==> src/rtl/alu_pkg.sv <==
// ----------------------------------------------------------------------------
// alu_pkg
// Shared definitions for the ALU slice: the op_code values decoded by the
// control unit, the divider's one-hot state encoding and the default datapath
// width.
//
// Configuration macro: DIVIDER_SIGNED_EN adds the SIGN_FIX state to the
// divider state set (two's-complement operation).
// ----------------------------------------------------------------------------
package alu_pkg;

  localparam int DEFAULT_WIDTH = 8;

  typedef enum logic [1:0] {
    OP_ADD = 2'b00,
    OP_SUB = 2'b01,
    OP_MUL = 2'b10,
    OP_DIV = 2'b11
  } op_code_t;

`ifdef DIVIDER_SIGNED_EN
  typedef enum logic [3:0] {
    ST_IDLE     = 4'b0001,
    ST_RUN      = 4'b0010,
    ST_SIGN_FIX = 4'b0100,
    ST_DONE     = 4'b1000
  } div_state_t;
`else
  typedef enum logic [2:0] {
    ST_IDLE = 3'b001,
    ST_RUN  = 3'b010,
    ST_DONE = 3'b100
  } div_state_t;
`endif

endpackage : alu_pkg

==> src/rtl/div_step.sv <==
// ----------------------------------------------------------------------------
// div_step
// One combinational restoring-division iteration. The partial remainder is
// shifted left with the next dividend bit, the divisor is trial-subtracted in
// WIDTH+1 bits, and the subtraction is kept only if it did not go negative.
//
// Ports:
//   rem      in  WIDTH  current partial remainder (always < divisor)
//   bit_in   in  1      next dividend bit, MSB first
//   divisor  in  WIDTH  divisor (nonzero while iterating)
//   rem_out  out WIDTH  next partial remainder
//   q_bit    out 1      quotient bit produced by this iteration
// ----------------------------------------------------------------------------
module div_step #(
  parameter int WIDTH = 8
) (
  input  logic [WIDTH-1:0] rem,
  input  logic             bit_in,
  input  logic [WIDTH-1:0] divisor,
  output logic [WIDTH-1:0] rem_out,
  output logic             q_bit
);

  logic [WIDTH:0] shifted;
  logic [WIDTH:0] trial;

  // Because rem < divisor, shifted < 2*divisor: the MSB of the WIDTH+1-bit
  // difference is set exactly when the subtraction underflowed, and the kept
  // value (either branch) always fits back into WIDTH bits.
  always_comb begin
    shifted = {rem, bit_in};
    trial   = shifted - {1'b0, divisor};
    q_bit   = ~trial[WIDTH];
    rem_out = trial[WIDTH] ? shifted[WIDTH-1:0] : trial[WIDTH-1:0];
  end

endmodule : div_step

==> src/rtl/restoring_divider.sv <==
// ----------------------------------------------------------------------------
// restoring_divider
// Sequential restoring divider answering the control unit's
// divider_start / divider_done handshake. One quotient bit per clock.
//
// Ports:
//   clk          in   system clock, rising edge
//   reset        in   synchronous active-high reset (aborts silently)
//   start        in   one-cycle request, sampled only while idle
//   dividend     in   WIDTH  numerator, captured on accepted start
//   divisor      in   WIDTH  denominator, captured on accepted start
//   quotient     out  WIDTH  registered result
//   remainder    out  WIDTH  registered result
//   done         out  one-cycle completion pulse
//   busy         out  high whenever not idle
//   div_by_zero  out  set for a zero divisor, held until next accepted start
//
// Configuration macro: DIVIDER_SIGNED_EN -- two's-complement operands,
// magnitudes divided, signs restored in an extra SIGN_FIX cycle.
// ----------------------------------------------------------------------------
module restoring_divider
  import alu_pkg::*;
#(
  parameter  int WIDTH = DEFAULT_WIDTH,
  localparam int CNT_W = $clog2(WIDTH + 1)
) (
  input  logic             clk,
  input  logic             reset,
  input  logic             start,
  input  logic [WIDTH-1:0] dividend,
  input  logic [WIDTH-1:0] divisor,
  output logic [WIDTH-1:0] quotient,
  output logic [WIDTH-1:0] remainder,
  output logic             done,
  output logic             busy,
  output logic             div_by_zero
);

  div_state_t       state_reg, state_next;
  logic [WIDTH-1:0] rem_reg;        // partial remainder
  logic [WIDTH-1:0] q_reg;          // dividend bits shift out, quotient bits in
  logic [WIDTH-1:0] divisor_reg;
  logic [CNT_W-1:0] cnt_reg;
  logic [WIDTH-1:0] quotient_reg;
  logic [WIDTH-1:0] remainder_reg;
  logic             dbz_reg;

  logic [WIDTH-1:0] step_rem;
  logic             step_bit;
  logic [WIDTH-1:0] dividend_mag;
  logic [WIDTH-1:0] divisor_mag;
  logic             divisor_zero;
  logic             last_iter;

`ifdef DIVIDER_SIGNED_EN
  logic neg_q_reg;
  logic neg_r_reg;

  // Magnitude of the most negative value wraps to itself, which read as
  // unsigned is the correct magnitude 2^(WIDTH-1).
  always_comb begin
    dividend_mag = dividend[WIDTH-1] ? (~dividend) + WIDTH'(1) : dividend;
    divisor_mag  = divisor[WIDTH-1]  ? (~divisor)  + WIDTH'(1) : divisor;
  end
`else
  always_comb begin
    dividend_mag = dividend;
    divisor_mag  = divisor;
  end
`endif

  assign divisor_zero = (divisor == '0);
  assign last_iter    = (cnt_reg == CNT_W'(1));

  div_step #(
    .WIDTH(WIDTH)
  ) u_div_step (
    .rem    (rem_reg),
    .bit_in (q_reg[WIDTH-1]),
    .divisor(divisor_reg),
    .rem_out(step_rem),
    .q_bit  (step_bit)
  );

  // Next-state logic
  always_comb begin
    state_next = state_reg;
    case (state_reg)
      ST_IDLE: begin
        if (start) begin
          state_next = divisor_zero ? ST_DONE : ST_RUN;
        end
      end
      ST_RUN: begin
        if (last_iter) begin
`ifdef DIVIDER_SIGNED_EN
          state_next = ST_SIGN_FIX;
`else
          state_next = ST_DONE;
`endif
        end
      end
`ifdef DIVIDER_SIGNED_EN
      ST_SIGN_FIX: state_next = ST_DONE;
`endif
      ST_DONE: state_next = ST_IDLE;
      default: state_next = ST_IDLE;
    endcase
  end

  // State register and datapath
  always_ff @(posedge clk) begin
    if (reset) begin
      state_reg     <= ST_IDLE;
      rem_reg       <= '0;
      q_reg         <= '0;
      divisor_reg   <= '0;
      cnt_reg       <= '0;
      quotient_reg  <= '0;
      remainder_reg <= '0;
      dbz_reg       <= 1'b0;
`ifdef DIVIDER_SIGNED_EN
      neg_q_reg     <= 1'b0;
      neg_r_reg     <= 1'b0;
`endif
    end else begin
      state_reg <= state_next;
      case (state_reg)
        ST_IDLE: begin
          if (start) begin
            divisor_reg <= divisor_mag;
            if (divisor_zero) begin
              // Results are final immediately; raw dividend, no sign fixing.
              dbz_reg       <= 1'b1;
              quotient_reg  <= '1;
              remainder_reg <= dividend;
            end else begin
              dbz_reg <= 1'b0;
              rem_reg <= '0;
              q_reg   <= dividend_mag;
              cnt_reg <= CNT_W'(WIDTH);
`ifdef DIVIDER_SIGNED_EN
              neg_q_reg <= dividend[WIDTH-1] ^ divisor[WIDTH-1];
              neg_r_reg <= dividend[WIDTH-1];
`endif
            end
          end
        end
        ST_RUN: begin
          rem_reg <= step_rem;
          q_reg   <= {q_reg[WIDTH-2:0], step_bit};
          cnt_reg <= cnt_reg - CNT_W'(1);
          if (last_iter) begin
            quotient_reg  <= {q_reg[WIDTH-2:0], step_bit};
            remainder_reg <= step_rem;
          end
        end
`ifdef DIVIDER_SIGNED_EN
        ST_SIGN_FIX: begin
          if (neg_q_reg) begin
            quotient_reg <= (~quotient_reg) + WIDTH'(1);
          end
          if (neg_r_reg) begin
            remainder_reg <= (~remainder_reg) + WIDTH'(1);
          end
        end
`endif
        default: ;
      endcase
    end
  end

  assign quotient    = quotient_reg;
  assign remainder   = remainder_reg;
  assign div_by_zero = dbz_reg;
  assign done        = (state_reg == ST_DONE);
  assign busy        = (state_reg != ST_IDLE);

endmodule : restoring_divider
==> config.mk <==
export PLATFORM = sky130hd
export DESIGN_NAME = restoring_divider
export DESIGN_NICKNAME = d
export VERILOG_FILES = /design/src/rtl/alu_pkg.sv /design/src/rtl/div_step.sv /design/src/rtl/restoring_divider.sv
export SDC_FILE = /design/constraint.sdc
export NUM_CORES = 1
export LEC_CHECK = 0
export BUFFER_PORTS_ARGS = -buffer_cell sky130_fd_sc_hd__buf_4
export CAP_MARGIN = 20
export CORE_AREA = 2 2 72 74
export CTS_BUF_LIST = sky130_fd_sc_hd__clkbuf_8
export DETAILED_ROUTE_END_ITERATION = 12
export DIE_AREA = 0 0 74 76
export HOLD_SLACK_MARGIN = 0.15
export PLACE_DENSITY = 0.82
export SLEW_MARGIN = 10
export SYNTH_ARGS = -nofsm -noshare
export SYNTH_HDL_FRONTEND = slang
export SYNTH_SLANG_ARGS = --single-unit
==> constraint.sdc <==
create_clock -name clk -period 4.5 [get_ports clk]
set_clock_uncertainty 0.2 [all_clocks]
set_input_delay 0.225 -clock clk [delete_from_list [all_inputs] [get_ports clk]]
set_output_delay 0.225 -clock clk [all_outputs]
set_load 0.05 [all_outputs]
==> results of run 1 <==
==> through the flow <==
step / setup WS (ps) / hold WS [ps]
after floorplan: 2082 / 161.0
after global placement: 1899 / 242.1
after detailed placement: 1846 / 251.5
after CTS: 1808 / 264.1
after global routing: 1634 / 284.4
final: 1803 / 260.9
==> metal layers <==
layer | part of all wire [%] | vias up | global-route usage [%]
met5 | 0 | - | 0
met4 | 1.4 | 0 | 7.455
met3 | 5.6 | 6 | 4.497
met2 | 49 | 74 | 31.96
met1 | 44 | 955 | 25.75
li1 | - | 1089 | -
==> what timing repair did <==
action                                  4_1_cts  5_1_grt
endpoints found under the hold margin        26        0
hold buffers                                 18        0
endpoints found under the setup margin        0        0
==> power by group <==
group          leakage [nW]  switching [mW]  internal, mW  total, mW
Sequential            0.390          0.0152         0.445      0.460
Combinational         0.719           0.117        0.0853      0.203
Clock                0.0479           0.151         0.109      0.260
==> worst max-delay path: cells and delay by family, from the launching register on <==
kind	cells	cell delay, ps
AOI/OAI and AO/OA	4	860
adders and majority gates	2	560
and+or+nand+nor	2	540
DFF	1	340
buffers and inverters	2	110
==> cells in the mapped netlist, drive strengths merged (3+ instances only) <==
master / number / area share [%]
a211oi: 6 / 2.1
nand2: 49 / 8.1
clkbuf: 7 / 1.1
buf: 6 / 1.9
o2bb2ai: 3 / 1.1
nor2: 42 / 7.5
nor4: 3 / 0.79
xnor2: 5 / 1.9
ha: 10 / 5.3
dfxtp: 48 / 41
nor3: 9 / 1.9
a31oi: 5 / 1.3
mux2i: 4 / 1.7
a311oi: 11 / 4.1
or3: 3 / 0.79
o21ai: 5 / 1.1
and2: 3 / 0.79
nor3b: 3 / 1.2
inv: 12 / 1.9
a21oi: 20 / 4.2
==> logic make-up after synthesis <==
group,count (synthesis),share of synthesized area [%]
AO/OA/AOI/OAI,64,19.32
XOR/XNOR,7,2.594
adder cells (fa/ha/maj),11,6.141
buffers and inverters,25,4.923
flip-flops,48,40.66
multiplexers,4,1.694
AND/OR/NAND/NOR,123,24.67
==> worst max-delay path by stage <==
stage / from / end / cells past startpoint
after floorplan: q_reg[7] / remainder[2] / 10
after global placement: q_reg[7] / remainder[2] / 10
after detailed placement: q_reg[7] / remainder[4] / 10
after CTS: q_reg[7] / remainder[4] / 10
after global routing: state_reg[2] / remainder[6] / 6
final: q_reg[7] / remainder[4] / 10
==> area by class of cell <==
type,count,area (um2)
multi-input combinational,209,1286
tap,70,87.58
inverter,12,45.04
timing repair buffer,55,457.9
sequential,48,960.9
clock buffer,5,68.82
clock inverter,3,18.77
fill,452,1987
==> flow_summary.ini, run 1 <==
[outcome]
status = complete, no violations

[clocking]
clk_pin_slew_ps = 90
post-cts-setup-buffers = 0
htree_levels = 2
ctsRootBufferMaster = clkbuf_8
cts_sinks = 48
cts_resized = 0
cts_buffer_depth = 2
cts_tree = yes
clk_latency_ps = 310
cts_buffers = 5

[floorplan]
rows = 26
die_x_um = 74
die_h_um = 76
fp.dieArea_um2 = 5624
core_area_um2 = 4912
io_pins = 38
initial_utilization_pct = 48.12

[timing]
relSlewSlack_pct = 54.89
rsz0062_at_grt = no
period_needed_ps = 2697
hold_violations = 0
setup-tns-final_ps = 0
fin_crit_sh_pct = 59.92
setup_violations = 0
slew_viol_final = 0
max_freq_mhz = 370.8
tightest_slew_ps = 676.6

[synthesis]
syn_nets = 312
avgSynthCellArea_um2 = 8.381
ys_seq_area_share_pct = 40.66
ys_seq_elements = 48
ys.flop_type = dfxtp_1
synth-edff-count = 0
ys_types = 49
async_flop_share_pct = 0
netlist_instances = 282
netlist_area_um2 = 2364
synth_warnings = 0

[global_route]
grt_pass1_wl_um = 8845
grt.total_usage_pct = 19.92
first_global_vias = 2005
gr-total-overflow = 0
antenna_found_initial = 0
grt_max_degree = 47

[detailed_routing]
wl_per_cell_um = 13.64
drcViolationCount = 0
vias = 2124
dr.pass1.iters = 4
drt-total-wl_um = 5484
drt_iter0_drc = 151
avgViaCountPerCell = 5.284
ant_nets = 0

[finish]
syn_to_final_growth_pct = 23.77
design_area_um2 = 2925
num_antenna_cells = 0
layout_common_cells = dfxtp_1 (48), nand2_1 (46), nor2_1 (38)
finalNonFillerCells = 402
layout-drive-gt1-share_pct = 18.37
num-nets-final = 361
mostFrequentLayoutCell = dfxtp_1
fin_util_pct = 59.55

[min_path]
min_from = divisor_reg[2]
min_to = divisor_reg[2]
hold_path_class = flop to flop
hold_path_depth = 2

[place]
placedInstanceArea_um2 = 2658
portBuffers = 37
gp_congestion = 0.8563
place_inst = 376
dp_hpwl_um = 3927

[critical_path]
worstSetupStartpointType = flop
reg2reg_to = remainder[4]
required_ps = 4510
path_common_cell = inv_1
critical_path.endpoint_type = flop
r2r-start = q_reg[7]
critPathSlowestCell = fa_1
slowest_delay_ps = 410
crit_chain = inv_1, ha_1, inv_1, fa_1, a211oi_2, o31ai_4, and4_4, nor4_1, a31oi_1, a311oi_1
cp.arrival_ps = 2710
cp_max_fo = 6
crit_type = flop to flop
reg2regPathDepth = 10
r2r_slack_ps = 1800

[power_and_ir_drop]
total_power_mw = 0.9221
powerDensity_nw_per_um2 = 315.2
p_leak_nw = 1.157
vdd_drop_max_mv = 0.1290

[run]
cap_violations = 0
Power figures use the tool's default switching activity.
==> run 2: changes to the inputs <==
--- a/config.mk
+++ b/config.mk
@@ -5,14 +5,15 @@
 export SDC_FILE = /design/constraint.sdc
 export NUM_CORES = 1
 export LEC_CHECK = 0
+export ABC_AREA = 1
 export BUFFER_PORTS_ARGS = -buffer_cell sky130_fd_sc_hd__buf_4
 export CAP_MARGIN = 20
-export CORE_AREA = 2 2 72 74
+export CORE_AREA = 2 2 77 79
 export CTS_BUF_LIST = sky130_fd_sc_hd__clkbuf_8
 export DETAILED_ROUTE_END_ITERATION = 12
-export DIE_AREA = 0 0 74 76
+export DIE_AREA = 0 0 79 81
 export HOLD_SLACK_MARGIN = 0.15
-export PLACE_DENSITY = 0.82
+export PLACE_DENSITY = 0.83
 export SLEW_MARGIN = 10
 export SYNTH_ARGS = -nofsm -noshare
 export SYNTH_HDL_FRONTEND = slang
==> constraint.sdc (replaced) <==
create_clock -name clk -period 2.3 [get_ports clk]
set_clock_uncertainty 0.2 [all_clocks]
set_input_delay 0.115 -clock clk [delete_from_list [all_inputs] [get_ports clk]]
set_output_delay 0.115 -clock clk [all_outputs]
set_load 0.05 [all_outputs]
==> run 2 against run 1 <==
  * Synthesized area rose by 13%
  * Critical path depth rose by 3
  * Via count rose by 21%
  * Cell count rose by 31%
  * First-iteration DRC count rose by 16%
  * Largest cell class unchanged
==> flow_summary.ini, run 2 <==
[finish]
fin_util_pct = 58.66
syn_to_final_growth_pct = 24.70
num-nets-final = 479
mostFrequentLayoutCell = nand2_1
fill_cells = 528
layout-drive-gt1-share_pct = 18.22
design_area_um2 = 3329
num_antenna_cells = 0
layout_common_cells = nand2_1 (72), inv_1 (62), nor2_1 (50)

[timing]
slew_viol_final = 0
tightest_slew_ps = 415.5
fin_crit_sh_pct = 92.68
max_freq_mhz = 469.1
fin_ws_ps = 168.3
rsz0062_at_grt = yes
hold_violations = 0
period_needed_ps = 2132
relSlewSlack_pct = 72.01
setup-tns-final_ps = 0
setup_violations = 0

[power_and_ir_drop]
powerDensity_nw_per_um2 = 821.3
power.share.sequential_pct = 37.2
switching_share_pct = 39.45
power.internal_mw = 1.656
vdd_drop_max_mv = 0.3949
power_frac_comb_pct = 40.3
total_power_mw = 2.734
p_switching_mw = 1.079
p_leak_nw = 1.679
clkPwrFrac_pct = 22.4

[outcome]
status = complete, no violations

[critical_path]
crit_type = flop to flop
cp.arrival_ps = 2190
r2r-start = q_reg[7]
critical_path.endpoint_type = flop
cp_max_fo = 10
worstSetupStartpointType = flop
r2r_slack_ps = 170
setup.worst_path.start = q_reg[7]
required_ps = 2360

[run]
cap_violations = 0

[floorplan]
die_x_um = 79
core_area_um2 = 5675
initial_utilization_pct = 47.05
fp.dieArea_um2 = 6399
rows = 28
die_h_um = 81
io_pins = 38

[synthesis]
ys_seq_area_share_pct = 35.99
syn_nets = 424
netlist_area_um2 = 2670
async_flop_share_pct = 0
synth_warnings = 0
ys_types = 30
synth_top_area_share_pct = 35.99
yosysMostFrequentCell = nand2_1
synth-edff-count = 0
avgSynthCellArea_um2 = 6.777
yosys.area.top_type = dfxtp_1
synth_common_cells = nand2_1 (75), inv_1 (62), nor2_1 (50), dfxtp_1 (48), nand3_1 (42)
netlist_instances = 394
ys_seq_elements = 48
synth_area_leaders = dfxtp_1 (36%), nand2_1 (11%), inv_1 (8.7%), nand3_1 (7.9%), nor2_1 (7.0%)
ys.flop_type = dfxtp_1

[global_route]
gr-total-overflow = 0
grt_max_degree = 24
first_global_vias = 2423
antenna_found_initial = 0
grt.total_usage_pct = 20.36
grt_pass1_wl_um = 10460

[min_path]
min_from = divisor_reg[5]
hold_path_class = flop to flop

[clocking]
cts_sinks = 48
clk_latency_ps = 300
cts_buffers = 5
htree_levels = 2
post-cts-setup-buffers = 0
ctsRootBufferMaster = clkbuf_8
clk_pin_slew_ps = 90
cts_buffer_depth = 2
cts_tree = yes

[place]
portBuffers = 37
dp_hpwl_um = 4413
placedInstanceArea_um2 = 2998
dp_slack_ps = 87.93
gp_congestion = 0.8667

[detailed_routing]
drt_iter0_drc = 175
avgViaCountPerCell = 4.893
vias = 2569
dr.pass1.iters = 4
wl_per_cell_um = 11.46
drcViolationCount = 0
ant_nets = 0
drt-total-wl_um = 6018
-- run 2: cell count changes in the layout (fill, tap and decap cells not counted), moves of 6 or more --
cell      previous run  this run
a311oi_1            11         0
inv_1               12        62
nand2_1             46        72
nand3_1              1        40
nor2_1              38        50
nor3_1               9         3
o21ai_0              4        33
-- run 2: metrics by stage --
step / hold slack (ps) / instances
2_1_floorplan: 49.90 / 394
3_3_place_gp: 156.7 / 498
3_5_place_dp: 162.3 / 498
4_1_cts: 270.3 / 525
5_1_grt: 292.0 / 525
6_report: 265.0 / 525
-- run 2: metal layers --
layer	wire [um]	vias to the layer above	GRT usage, %
li1	-	1342	-
met1	2651	1168	24.40
met2	3042	52	37.54
met3	268	7	4.000
met4	56	0	4.828
met5	0	-	0
-- run 2: cell families (layout without fill, tap and decap cells) --
family          Yosys count  count (layout)  synth area share [%]
simple gates            190             190                 32.90
buf+inv                  80             136                 12.65
compound gates           61              61                 11.72
flops                    48              48                 35.99
fa+ha+maj                11              11                 5.436
xor+xnor                  4               4                 1.312
-- run 2: path summary, 6_finish.rpt --
| path | to | depth (start not counted) |
|---|---|---|
| setup / recovery | rem_reg[1] | 13 |
| hold / removal | divisor_reg[5] | 2 |
| hold reg to reg | divisor_reg[5] | 2 |
| setup reg to reg | rem_reg[1] | 13 |
-- run 2: critical path, cell delays in order (launching register included) --
cell and delay (ps):
dfxtp_1 330, inv_1 80, ha_1 140, inv_1 70, fa_2 350, nand2_1 60, nand2_1 90, nand3_2 110
nand3_1 130, nand2_4 170, nand3_1 120, nand3_1 110, nand2_1 60, inv_1 60
-- run 2: power groups by stage --
stage / sequential (mW) / combinational (mW) / clock (mW)
after floorplan: 1.12 / 0.718 / 0
after global placement: 1.03 / 1.00 / 0
after detailed placement: 1.04 / 1.03 / 0
after CTS: 1.02 / 1.07 / 0.624
after global routing: 1.03 / 1.23 / 0.660
final: 1.02 / 1.10 / 0.614
-- run 2: area by class of cell --
class                   count  area, um2  area share (%)
clock inverters             3      42.54           1.278
repair buffers             61      505.5           15.18
clock buffers               5      68.82           2.067
multi-input cells         266       1401           42.09
flip-flops and latches     48      960.9           28.86
inverters                  67      256.5           7.704
well taps                  75      93.84           2.818
-- run 2: what timing repair did --
item,CTS,global route
hold buffers,19,0
gates resized for setup,0,8
endpoints found under the setup margin,0,17
hold endpoints to repair,30,0
==> run 3: changes to the inputs <==
--- a/config.mk
+++ b/config.mk
@@ -12,8 +12,9 @@
 export CTS_BUF_LIST = sky130_fd_sc_hd__clkbuf_8
 export DETAILED_ROUTE_END_ITERATION = 12
 export DIE_AREA = 0 0 79 81
-export HOLD_SLACK_MARGIN = 0.15
+export HOLD_SLACK_MARGIN = 0.08
 export PLACE_DENSITY = 0.83
+export RECOVER_POWER = 100
 export SLEW_MARGIN = 10
 export SYNTH_ARGS = -nofsm -noshare
 export SYNTH_HDL_FRONTEND = slang
==> run 3 against run 2 <==
  * Critical path depth did not move
  * Via count down 0.43%
  * Cell area shrank 2.4%
  * Total power is 1.2% lower
  * Clock power barely moved
  * Combinational power about the same
==> flow_summary.ini, run 3 (same netlist as run 2, synthesis figures left out) <==
[critical_path]
r2r-start = q_reg[7]
worstSetupStartpointType = flop
required_ps = 2360
cp_max_fo = 10
setup.worst_path.start = q_reg[7]
cp.arrival_ps = 2180
crit_type = flop to flop
critical_path.endpoint_type = flop

[place]
placedInstanceArea_um2 = 2998
portBuffers = 37
gp_congestion = 0.8667
dp_slack_ps = 87.93
dp_hpwl_um = 4413
place_inst = 498

[global_route]
grt_max_degree = 24
gr-total-overflow = 0
grt_pass1_wl_um = 10460
antenna_found_initial = 0
grt.total_usage_pct = 20.36
first_global_vias = 2423

[clocking]
cts_tree = yes
cts_sinks = 48
clk_pin_slew_ps = 90
cts_buffer_depth = 2
ctsRootBufferMaster = clkbuf_8
cts_buffers = 5
clk_latency_ps = 300
htree_levels = 2
post-cts-setup-buffers = 0

[detailed_routing]
dr.pass1.iters = 4
drt_iter0_drc = 164
drt-total-wl_um = 6038
drcViolationCount = 0
wl_per_cell_um = 11.50
ant_nets = 0
avgViaCountPerCell = 4.872
vias = 2558

[power_and_ir_drop]
p_leak_nw = 1.598
power.internal_mw = 1.625
total_power_mw = 2.702
power_frac_comb_pct = 39.6
p_switching_mw = 1.077
switching_share_pct = 39.87
clkPwrFrac_pct = 22.8
powerDensity_nw_per_um2 = 831.3
power.share.sequential_pct = 37.7
vdd_drop_max_mv = 0.3935

[floorplan]
die_h_um = 81
io_pins = 38
rows = 28
die_x_um = 79
initial_utilization_pct = 47.05
fp.dieArea_um2 = 6399
core_area_um2 = 5675

[finish]
fin_util_pct = 57.28
layout-drive-gt1-share_pct = 13.78
finalNonFillerCells = 525
num-nets-final = 479
syn_to_final_growth_pct = 21.74
design_area_um2 = 3251
fill_cells = 544
num_antenna_cells = 0
mostFrequentLayoutCell = nand2_1
layout_common_cells = nand2_1 (72), inv_1 (62), nor2_1 (51)

[timing]
max_freq_mhz = 470.7
relSlewSlack_pct = 58.89
period_needed_ps = 2125
setup_violations = 0
fin_crit_sh_pct = 92.38
slew_viol_final = 0
hold_violations = 0
tightest_slew_ps = 619.3
fin_ws_ps = 175.3
rsz0062_at_grt = yes

[min_path]
hold_path_class = flop to flop
min_from = divisor_reg[5]

[run]
cap_violations = 0

[outcome]
status = complete, no violations
-- run 3: path summary, 6_finish.rpt --
kind	endpoint	slack (ps)	depth (start not counted)
max	rem_reg[1]	180	13
min	divisor_reg[5]	260	2
max reg2reg	rem_reg[1]	180	13
min reg2reg	divisor_reg[5]	260	2
-- run 3: stage by stage --
stage | TNS (ps) | hold WS [ps]
final | 0 | 263.9
after global routing | -16.56 | 292.0
after CTS | 0 | 270.3
after detailed placement | 0 | 162.3
after global placement | 0 | 156.7
after floorplan | 0 | 49.90
-- run 3: per-layer routing --
| layer | global-route usage [%] | vias to the layer above | share of wire [%] |
|---|---|---|---|
| met1 | 24.40 | 1156 | 44 |
| met2 | 37.54 | 53 | 50 |
| met3 | 4.000 | 7 | 4.7 |
| met4 | 4.828 | 0 | 0.93 |
| met5 | 0 | - | 0 |
| li1 | - | 1342 | - |
-- run 3: area by class of cell --
type                    count  area [um2]  share of cell area [%]
inverters                  67       256.5                   7.891
repair buffers             61       434.2                   13.36
well taps                  75       93.84                   2.887
clock inverters             3       42.54                   1.309
multi-input cells         266        1394                   42.88
clock buffers               5       68.82                   2.117
flip-flops and latches     48       960.9                   29.56
-- run 3: repair_timing --
item / 4_1_cts / 5_1_grt
setup endpoints to repair: 0 / 17
resized for setup: 0 / 8
hold buffers: 19 / 0
hold endpoints to repair: 30 / 0
-- run 3: power by group through the flow --
| stage | Combinational [mW] | Clock (mW) | Sequential (mW) |
|---|---|---|---|
| 3_3_place_gp | 1.00 | 0 | 1.03 |
| 3_5_place_dp | 1.03 | 0 | 1.04 |
| 2_1_floorplan | 0.718 | 0 | 1.12 |
| 6_report | 1.07 | 0.615 | 1.02 |
| 4_1_cts | 1.07 | 0.624 | 1.02 |
| 5_1_grt | 1.20 | 0.660 | 1.03 |
-- run 3: worst max-delay path, cell delays in order (launching register included) --
cell and delay, ps:
dfxtp_1 330, inv_1 80, ha_1 140, inv_1 70, fa_2 350, nand2_1 60, nand2_1 90, nand3_2 110
nand3_1 130, nand2_4 170, nand3_1 120, nand3_1 100, nand2_1 60, inv_1 60
